`config.mk`:
```
export PLATFORM = sky130hd
export DESIGN_NAME = uart_tx_arbiter
export DESIGN_NICKNAME = d
export VERILOG_FILES = /design/src/rtl/uart_tx_arbiter.sv
export SDC_FILE = /design/constraint.sdc
export NUM_CORES = 1
export LEC_CHECK = 0
export ABC_AREA = 1
export CORE_UTILIZATION = 43
export CTS_BUF_LIST = sky130_fd_sc_hd__clkbuf_4 sky130_fd_sc_hd__clkbuf_8
export CTS_CLUSTER_SIZE = 16
export DETAILED_ROUTE_END_ITERATION = 12
export PLACE_DENSITY_LB_ADDON = 0.05
export SKIP_LAST_GASP = 1
export SLEW_MARGIN = 20
export SYNTH_ARGS = -nofsm -noshare
export SYNTH_HDL_FRONTEND = slang
export SYNTH_SLANG_ARGS = --single-unit
```
`constraint.sdc`:
```
create_clock -name clk -period 1.6 [get_ports clk]
set_input_delay 0.32 -clock clk [delete_from_list [all_inputs] [get_ports clk]]
set_output_delay 0.32 -clock clk [all_outputs]
set_load 0.05 [all_outputs]
```
`src/rtl/uart_tx_arbiter.sv`:
```
// rtl/uart_tx_arbiter.sv - round-robin arbiter sharing one uart_tx among N_REQ requesters
module uart_tx_arbiter #(
    parameter int N_REQ        = 4,
    parameter int BUSY_TIMEOUT = 16
) (
    input  logic               clk,
    input  logic               rst,
    input  logic [N_REQ-1:0]   req,
    input  logic [8*N_REQ-1:0] req_data,
    output logic [N_REQ-1:0]   grant,
    output logic [N_REQ-1:0]   done,
    output logic               err,
    output logic               tx_start,
    output logic [7:0]         tx_data,
    input  logic               tx_busy
);
    localparam int IW = (N_REQ > 1) ? $clog2(N_REQ) : 1;
    localparam int CW = $clog2(BUSY_TIMEOUT + 1);

    typedef enum logic [1:0] {IDLE, START, WAIT_BUSY, WAIT_DONE} state_t;

    state_t           state_q, state_d;
    logic [N_REQ-1:0] grant_d, done_d;
    logic             err_d, tx_start_d;
    logic [7:0]       tx_data_d;
    logic [CW-1:0]    cnt_q, cnt_d, cnt_inc;
    logic [IW-1:0]    last_q, last_d, owner_q, owner_d;
    logic [IW-1:0]    pick_idx;
    logic             pick_found;
    int               cand;

    // Round-robin pick: scan from last_owner+1 upward; descending loop lets the nearest requester win
    always_comb begin
        pick_found = 1'b0;
        pick_idx   = '0;
        cand       = 0;
        for (int off = N_REQ; off >= 1; off--) begin
            cand = (int'(last_q) + off) % N_REQ;
            if (req[IW'(cand)]) begin
                pick_found = 1'b1;
                pick_idx   = IW'(cand);
            end
        end
    end

    // Next-state and next-output logic; every output is registered from these values
    always_comb begin
        state_d    = state_q;
        grant_d    = grant;
        done_d     = '0;
        err_d      = 1'b0;
        tx_start_d = 1'b0;
        tx_data_d  = tx_data;
        cnt_d      = cnt_q;
        last_d     = last_q;
        owner_d    = owner_q;
        cnt_inc    = cnt_q + CW'(1);
        case (state_q)
            IDLE: begin
                grant_d = '0;
                // A busy transmitter here is leftover activity we did not start; wait it out
                if (!tx_busy && pick_found) begin
                    grant_d   = N_REQ'(1) << pick_idx;
                    owner_d   = pick_idx;
                    tx_data_d = req_data[{pick_idx, 3'b000} +: 8];
                    state_d   = START;
                end
            end
            START: begin
                tx_start_d = 1'b1;
                cnt_d      = '0;
                state_d    = WAIT_BUSY;
            end
            WAIT_BUSY: begin
                if (tx_busy) begin
                    state_d = WAIT_DONE;
                end else begin
                    cnt_d = cnt_inc;
                    if (cnt_inc == CW'(BUSY_TIMEOUT)) begin
                        // Aborted owner still moves to lowest priority
                        done_d  = grant;
                        err_d   = 1'b1;
                        last_d  = owner_q;
                        state_d = IDLE;
                    end
                end
            end
            WAIT_DONE: begin
                if (!tx_busy) begin
                    done_d  = grant;
                    last_d  = owner_q;
                    state_d = IDLE;
                end
            end
            default: begin
                state_d = IDLE;
                grant_d = '0;
            end
        endcase
    end

    // State and output registers; reset leaves requester 0 with highest priority
    always_ff @(posedge clk or negedge rst) begin
        if (!rst) begin
            state_q  <= IDLE;
            grant    <= '0;
            done     <= '0;
            err      <= 1'b0;
            tx_start <= 1'b0;
            tx_data  <= 8'h00;
            cnt_q    <= '0;
            last_q   <= IW'(N_REQ - 1);
            owner_q  <= '0;
        end else begin
            state_q  <= state_d;
            grant    <= grant_d;
            done     <= done_d;
            err      <= err_d;
            tx_start <= tx_start_d;
            tx_data  <= tx_data_d;
            cnt_q    <= cnt_d;
            last_q   <= last_d;
            owner_q  <= owner_d;
        end
    end
endmodule

```
==> results.ini, run 1 <==
[pwr]
total_leakage_power_nw = 1.53
ir_worst_vdd_uv = 1090
power.density_nw_per_um2 = 2080

[critical_path]
startpoint_type = flip-flop
crit_type = reg -> reg
cp-end-kind = flip-flop
cp_data_arrival_time_ps = 2020
cp_max_fo = 8
worstRegToRegCells = 13
critical_path_required_ps = 1780
ff2ff_setup_slack_ps = -250
rr_startpoint = last_q[0]$_DFFE_PN1P_
r2r-end = tx_data[4]$_DFFE_PN0P_

[clock_network]
insertion_delay_ps = 280
path_clk_slew_ps = 60
ctsHoldBuffers = 0
cts_tree = built
cts_buffer_depth = 2
clock-sinks = 29
cts_buffers = 5
htreeDepth = 2
cts-root-buf = clkbuf_8

[place]
io_buffer_count = 56
placed_area_um2 = 2510
hpwl_um = 3130
post-place-ws_ps = -420
gp_congestion = 0.810

[drt]
drtAntennaViolNets = 0
drc_errors = 2
wl_per_cell_um = 11.4
drtIter0Drc = 101
drt-total-wl_um = 4430
vias_per_cell = 4.69
num_vias = 1831
drt_pass1_iterations = 8

[sta]
post-route-min-period_ps = 1850
fin_skew_ps = 1.26
max_freq_ghz = 0.541
finalCritPeriodShare = 1.15
hold_ws_ps = 414
rsz0062_at_grt = yes
setup_viol = 14
finalWorstSetupSlack_ps = -247
worst_slew_pin_slew_ps = 355
slew_viol_final = 0
relSlewSlack = 0.763
hold_viol = 0

[finish]
n_antenna_cell = 0
area_growth_pct = 58.2
final_cell_mix = 72 x nand2_1, 46 x inv_1, 38 x clkdlybuf4s50_1, 38 x buf_4, 28 x nand3_1
final_area_um2 = 2820
multi_input_area_um2 = 952
nNetsFinal = 380
layout_commonest_cell = nand2_1
regArea_um2 = 728
fill_cells = 358
drive_gt1_frac = 0.279
fin_util = 0.706

[floorplanning]
die_height_um = 66.4
core_um2 = 4000
die-area_um2 = 4410
io_pins = 57
die_w_um = 66.4
rows = 23
floorplan.initialDensity = 0.446

[logic_synthesis]
synthCells = 255
synth_top_family_by_area = simple AND/OR/NAND/NOR gates
synthSimpleGateAreaFrac = 0.357
synthFlopType = dfrtp_1
ys_seq_area_frac = 0.408
synth.cell_area_um2 = 1790
yosys_warnings = 0
synth_edf_count = 0
synthTopCellsByArea = dfrtp_1 38%, nand2_1 17%, nand3_1 11%, inv_1 10%, dfstp_2 2.9%
syn-num-nets = 296
synth.avg_cell_area_um2 = 7.00
synthAdderAreaFrac = 0.0140
yosys_register_bits = 29
synthMuxAreaShare = 0
synthDistinctLibCells = 24
synth-compound-area-share = 0.0603
synth_area_leader_cell = dfrtp_1
synth-xor-area-share = 0.0147
synth_top_area_share = 0.378
async_reset_ff_frac = 1.00

[global_routing]
grt_first_pass_wirelength_um = 7160
antenna_found_initial = 0
grt_pass1_vias = 1705
grt_start_max_net_pins = 30
grt-ovfl-total = 0
track_usage = 0.218

[outcome]
outcome = complete, but fails checks
violations = DRC, setup timing

[min_path]
hold_path_class = in -> async

[job]
drv_cap = 0

logic make-up (layout without fill, tap and decap cells):
family,count (synthesis),after routing
AOI/OAI and AO/OA,17,17
xor gates and xnor gates,3,3
buffers and inverters,60,144
DFF,29,29
adders and majority gates,2,2
and+or+nand+nor,144,145
worst max-delay path: stages, from the launching register on:
cell and delay, ps:
dfstp_2 580, buf_12 150, nand2_2 60, nand2_2 90, nand2_2 70, nand2_2 90, nand2_4 70, nand3_4 170
buf_6 160, nand3_1 80, nand3_1 70, nand2_1 50, nand2_1 60, nand2_1 40
registers in the layout, indices dropped and copies added (netlist names):
| signal | flops |
|---|---|
| last_q | 2 |
| tx_start | 1 |
| err | 1 |
| state_q | 2 |
| done | 4 |
| cnt_q | 5 |
| tx_data | 8 |
| grant | 4 |
| owner_q | 2 |
final cells by class:
cell class	count	area share
clock buffer	7	0.0341
inverter	54	0.0762
clock inverter	1	0.00177
tap	50	0.0222
multi-input combinational	167	0.337
sequential	29	0.258
timing repair buffer	82	0.271
report_power, final:
group | leakage [nW] | switching [mW] | internal (mW)
logic | 1.10 | 2.45 | 1.56
clock network | 0.0542 | 0.283 | 0.388
registers | 0.374 | 0.188 | 1.01
repair_timing:
action,CTS,global route
setup buffers,0,2
resized for setup,15,26
gates cloned,2,1
hold endpoints to repair,0,0
pin swaps,11,22
endpoints found under the setup margin,14,20
worst max path at each step:
stage | start | endpoint | slack [ps] | depth (start not counted)
floorplan | last_q[0]$_DFFE_PN1P_ | tx_data[0]$_DFFE_PN0P_ | -60 | 15
global placement | req[3] | owner_q[0]$_DFFE_PN0P_ | -360 | 12
detailed placement | req[3] | owner_q[0]$_DFFE_PN0P_ | -420 | 12
CTS | last_q[0]$_DFFE_PN1P_ | tx_data[0]$_DFFE_PN0P_ | -200 | 14
global route | last_q[0]$_DFFE_PN1P_ | tx_data[2]$_DFFE_PN0P_ | -330 | 13
finish | last_q[0]$_DFFE_PN1P_ | tx_data[4]$_DFFE_PN0P_ | -250 | 13
per-stage QoR:
stage | total power, mW | setup TNS [ps] | cells
after floorplan | 3.58 | -492 | 255
after global placement | 4.49 | -4630 | 377
after detailed placement | 4.54 | -5260 | 377
after CTS | 5.51 | -2300 | 387
after global routing | 6.31 | -4070 | 390
final | 5.87 | -2590 | 390
cells in the mapped netlist (2+ instances only):
cell       n
buf_6      4
dfrtp_1   27
dfstp_2    2
ha_1       2
inv_1     48
inv_2      5
nand2_1   83
nand2_2    5
nand2_4    2
nand3_1   39
nand4_1    2
nor2_1    11
o211ai_1   3
o21ai_0    9
o22ai_1    3
xor2_1     2
layer usage:
metal / GRT usage / share of wire / up-vias
met1: 0.252 / 0.42 / 817
li1: - / - / 953
met4: 0.0904 / 0.016 / 0
met5: 0 / 0 / -
met3: 0.0466 / 0.047 / 8
met2: 0.385 / 0.52 / 53
Power figures use the tool's default switching activity.
==> run 2: changes to the inputs <==
Settings changed: CORE_UTILIZATION 43 to 48, GPL_ROUTABILITY_DRIVEN from default to 0, GPL_TIMING_DRIVEN from default to 0.
Clock period 1.6 ns to 1.85 ns, I/O delays scaled along.
==> results.ini, run 2 (synthesis results as in run 1) <==
[critical_path]
endpoint = tx_data[3]$_DFFE_PN0P_  ; was tx_data[4]$_DFFE_PN0P_
cp-startpoint = last_q[0]$_DFFE_PN1P_  ; unchanged
worstPathCellList = buf_8 -> nand2_1 -> nand2_2 -> nand2_2 -> nand2_2 -> inv_2 -> nand2_2 -> nand2_4 -> nand2_4 -> buf_8 -> nand2_1 -> nand3_1 -> nand2_1 -> nand2_1 -> nand2_1  ; was buf_12 -> nand2_2 -> nand2_2 -> nand2_2 -> nand2_2 -> nand2_4 -> nand3_4 -> buf_6 -> nand3_1 -> nand3_1 -> nand2_1 -> nand2_1 -> nand2_1
startpoint_type = flip-flop  ; unchanged
worstRegToRegCells = 15  ; was 13
cp-end-kind = flip-flop  ; unchanged
crit_cells = 15  ; was 13
cpMostUsedCell = nand2_1  ; was nand2_2
rr_startpoint = last_q[0]$_DFFE_PN1P_  ; unchanged
cp_max_fo = 10  ; was 8
r2r-end = tx_data[3]$_DFFE_PN0P_  ; was tx_data[4]$_DFFE_PN0P_
crit_type = reg -> reg  ; unchanged
ff2ff_setup_slack_ps = 10  ; was -250 ps
cp_num_buf_inv = 3  ; was 2
cp_data_arrival_time_ps = 2000  ; was 2020 ps
critical_path_required_ps = 2010  ; was 1780 ps
critPathMaxStageDelay_ps = 550  ; was 580 ps
critPathTopFamily = simple AND/OR/NAND/NOR gates  ; unchanged
crit_slowest_cell = dfstp_2  ; unchanged

[global_routing]
grt-ovfl-total = 0  ; unchanged
grt_start_max_net_pins = 30  ; unchanged
grt_first_pass_wirelength_um = 7030  ; was 7160 um
grt_pass1_vias = 1744  ; was 1705
antenna_found_initial = 0  ; unchanged
track_usage = 0.224  ; was 0.218

[pwr]
power_switching_mw = 2.26  ; was 2.92 mW
power.density_nw_per_um2 = 1750  ; was 2080 nW/um^2
ir_worst_vdd_uv = 944  ; was 1090 uV
intPower_mw = 2.24  ; was 2.95 mW
total_leakage_power_nw = 1.40  ; was 1.53 nW
p_clk_frac = 0.112  ; was 0.114
share_comb_of_total_power = 0.662  ; was 0.682
swShare = 0.502  ; was 0.497
power_frac_seq = 0.226  ; was 0.204

[sta]
hold_viol = 0  ; unchanged
finalCritPeriodShare = 0.994  ; was 1.15
max_freq_ghz = 0.544  ; was 0.541 GHz
post-route-min-period_ps = 1840  ; was 1850 ps
setup_viol = 0  ; was 14
slew_viol_final = 0  ; unchanged
relSlewSlack = 0.592  ; was 0.763
fin_tns_setup_ps = 0  ; was -2590 ps
worst_slew_pin_slew_ps = 612  ; was 355 ps
fin_skew_ps = 6.81  ; was 1.26 ps
rsz0062_at_grt = yes  ; unchanged

[clock_network]
cts_buffer_depth = 2  ; unchanged
cts-root-buf = clkbuf_8  ; unchanged
htreeDepth = 2  ; unchanged
ctsHoldBuffers = 0  ; unchanged
path_clk_slew_ps = 70  ; was 60 ps
insertion_delay_ps = 280  ; about the same
clock-sinks = 29  ; unchanged
cts_tree = built  ; unchanged
cts_buffers = 5  ; unchanged

[finish]
layout_commonest_cell = nand2_1  ; unchanged
n_antenna_cell = 0  ; unchanged
reg_top3 = tx_data x8, cnt_q x5  ; unchanged
drive_gt1_frac = 0.134  ; was 0.279
final_cell_mix = 79 x nand2_1, 51 x clkdlybuf4s50_1, 48 x inv_1, 36 x nand3_1, 27 x dfrtp_1  ; was 72 x nand2_1, 46 x inv_1, 38 x clkdlybuf4s50_1, 38 x buf_4, 28 x nand3_1
largest_register_ffs = 8  ; unchanged
top_register = tx_data  ; unchanged
area_growth_pct = 44.0  ; was 58.2%
fin_cells = 368  ; was 390
nNetsFinal = 362  ; was 380

[floorplanning]
core_um2 = 3440  ; was 4000 um^2
die_height_um = 63.0  ; was 66.4 um
die-area_um2 = 3970  ; was 4410 um^2
die_w_um = 63.0  ; was 66.4 um
rows = 21  ; was 23
io_pins = 57  ; unchanged
floorplan.initialDensity = 0.519  ; was 0.446

[outcome]
outcome = finished, final reports clean  ; was complete, but fails checks

[drt]
drc_errors = 0  ; was 2
drt-total-wl_um = 4070  ; was 4430 um
wl_per_cell_um = 11.1  ; was 11.4 um
drtAntennaViolNets = 0  ; unchanged
drtIter0Drc = 85  ; was 101
vias_per_cell = 4.75  ; was 4.69
num_vias = 1749  ; was 1831
drt_pass1_iterations = 4  ; was 8

[min_path]
hold_path_class = in -> async  ; unchanged

[place]
dpl.cell_count = 357  ; was 377
hpwl_um = 2930  ; was 3130 um
io_buffer_count = 56  ; unchanged

[job]
drv_cap = 0  ; unchanged

## run 2: layout make-up
type                    instances  area, um^2
plain buffers                   6        75.1
clock buffers                   6        76.3
clock inverters                 2        10.0
fillers                       274         871
inverters                      54         206
multi-input cells             166         832
flip-flops and latches         29         728
well taps                      46        57.6
repair buffers                 58         581
repair inverters                1        5.00
## run 2: worst min-delay path by stage
stage | from | end | slack (ps) | cells after the start
after floorplan | rst | cnt_q[0]$_DFFE_PN0P_ | 70 | 0
after global placement | tx_data[6]$_DFFE_PN0P_ | tx_data[6]$_DFFE_PN0P_ | 470 | 2
after detailed placement | rst | done[1]$_DFF_PN0_ | 420 | 1
after CTS | rst | done[1]$_DFF_PN0_ | 120 | 1
after global routing | rst | done[1]$_DFF_PN0_ | 160 | 1
final | rst | done[1]$_DFF_PN0_ | 100 | 1
## run 2: what timing repair did
item | CTS | global route
gates resized for setup | 1 | 19
setup buffers | 2 | 0
setup endpoints to repair | 3 | 18
gates cloned | 0 | 1
## run 2: routing by layer
layer / wire, um / track usage / part of all wire
met4: 32 / 0.0669 / 0.0079
met2: 1950 / 0.383 / 0.48
met3: 185 / 0.0493 / 0.045
met1: 1910 / 0.280 / 0.47
met5: 0 / 0 / 0
## run 2: power groups by stage
stage                     Sequential, mW  Clock (mW)  Combinational [mW]
after floorplan                     1.44           0                1.63
after global placement              1.02           0                2.73
after detailed placement            1.02           0                2.78
after CTS                           1.01       0.511                2.83
after global routing                1.05       0.547                3.28
final                               1.02       0.506                2.98
## run 2: per-stage QoR
step / util / area, um^2 / power (mW) / setup WS (ps) / hold slack (ps)
2_1_floorplan: - / 1790 / 3.08 / 188 / 74.4
6_report: 0.747 / 2570 / 4.50 / 11.5 / 98.6
5_1_grt: 0.747 / 2570 / 4.87 / -145 / 162
3_5_place_dp: 0.697 / 2400 / 3.80 / -225 / 422
3_3_place_gp: 0.698 / 2400 / 3.75 / -184 / 470
4_1_cts: 0.727 / 2500 / 4.36 / 12.4 / 122
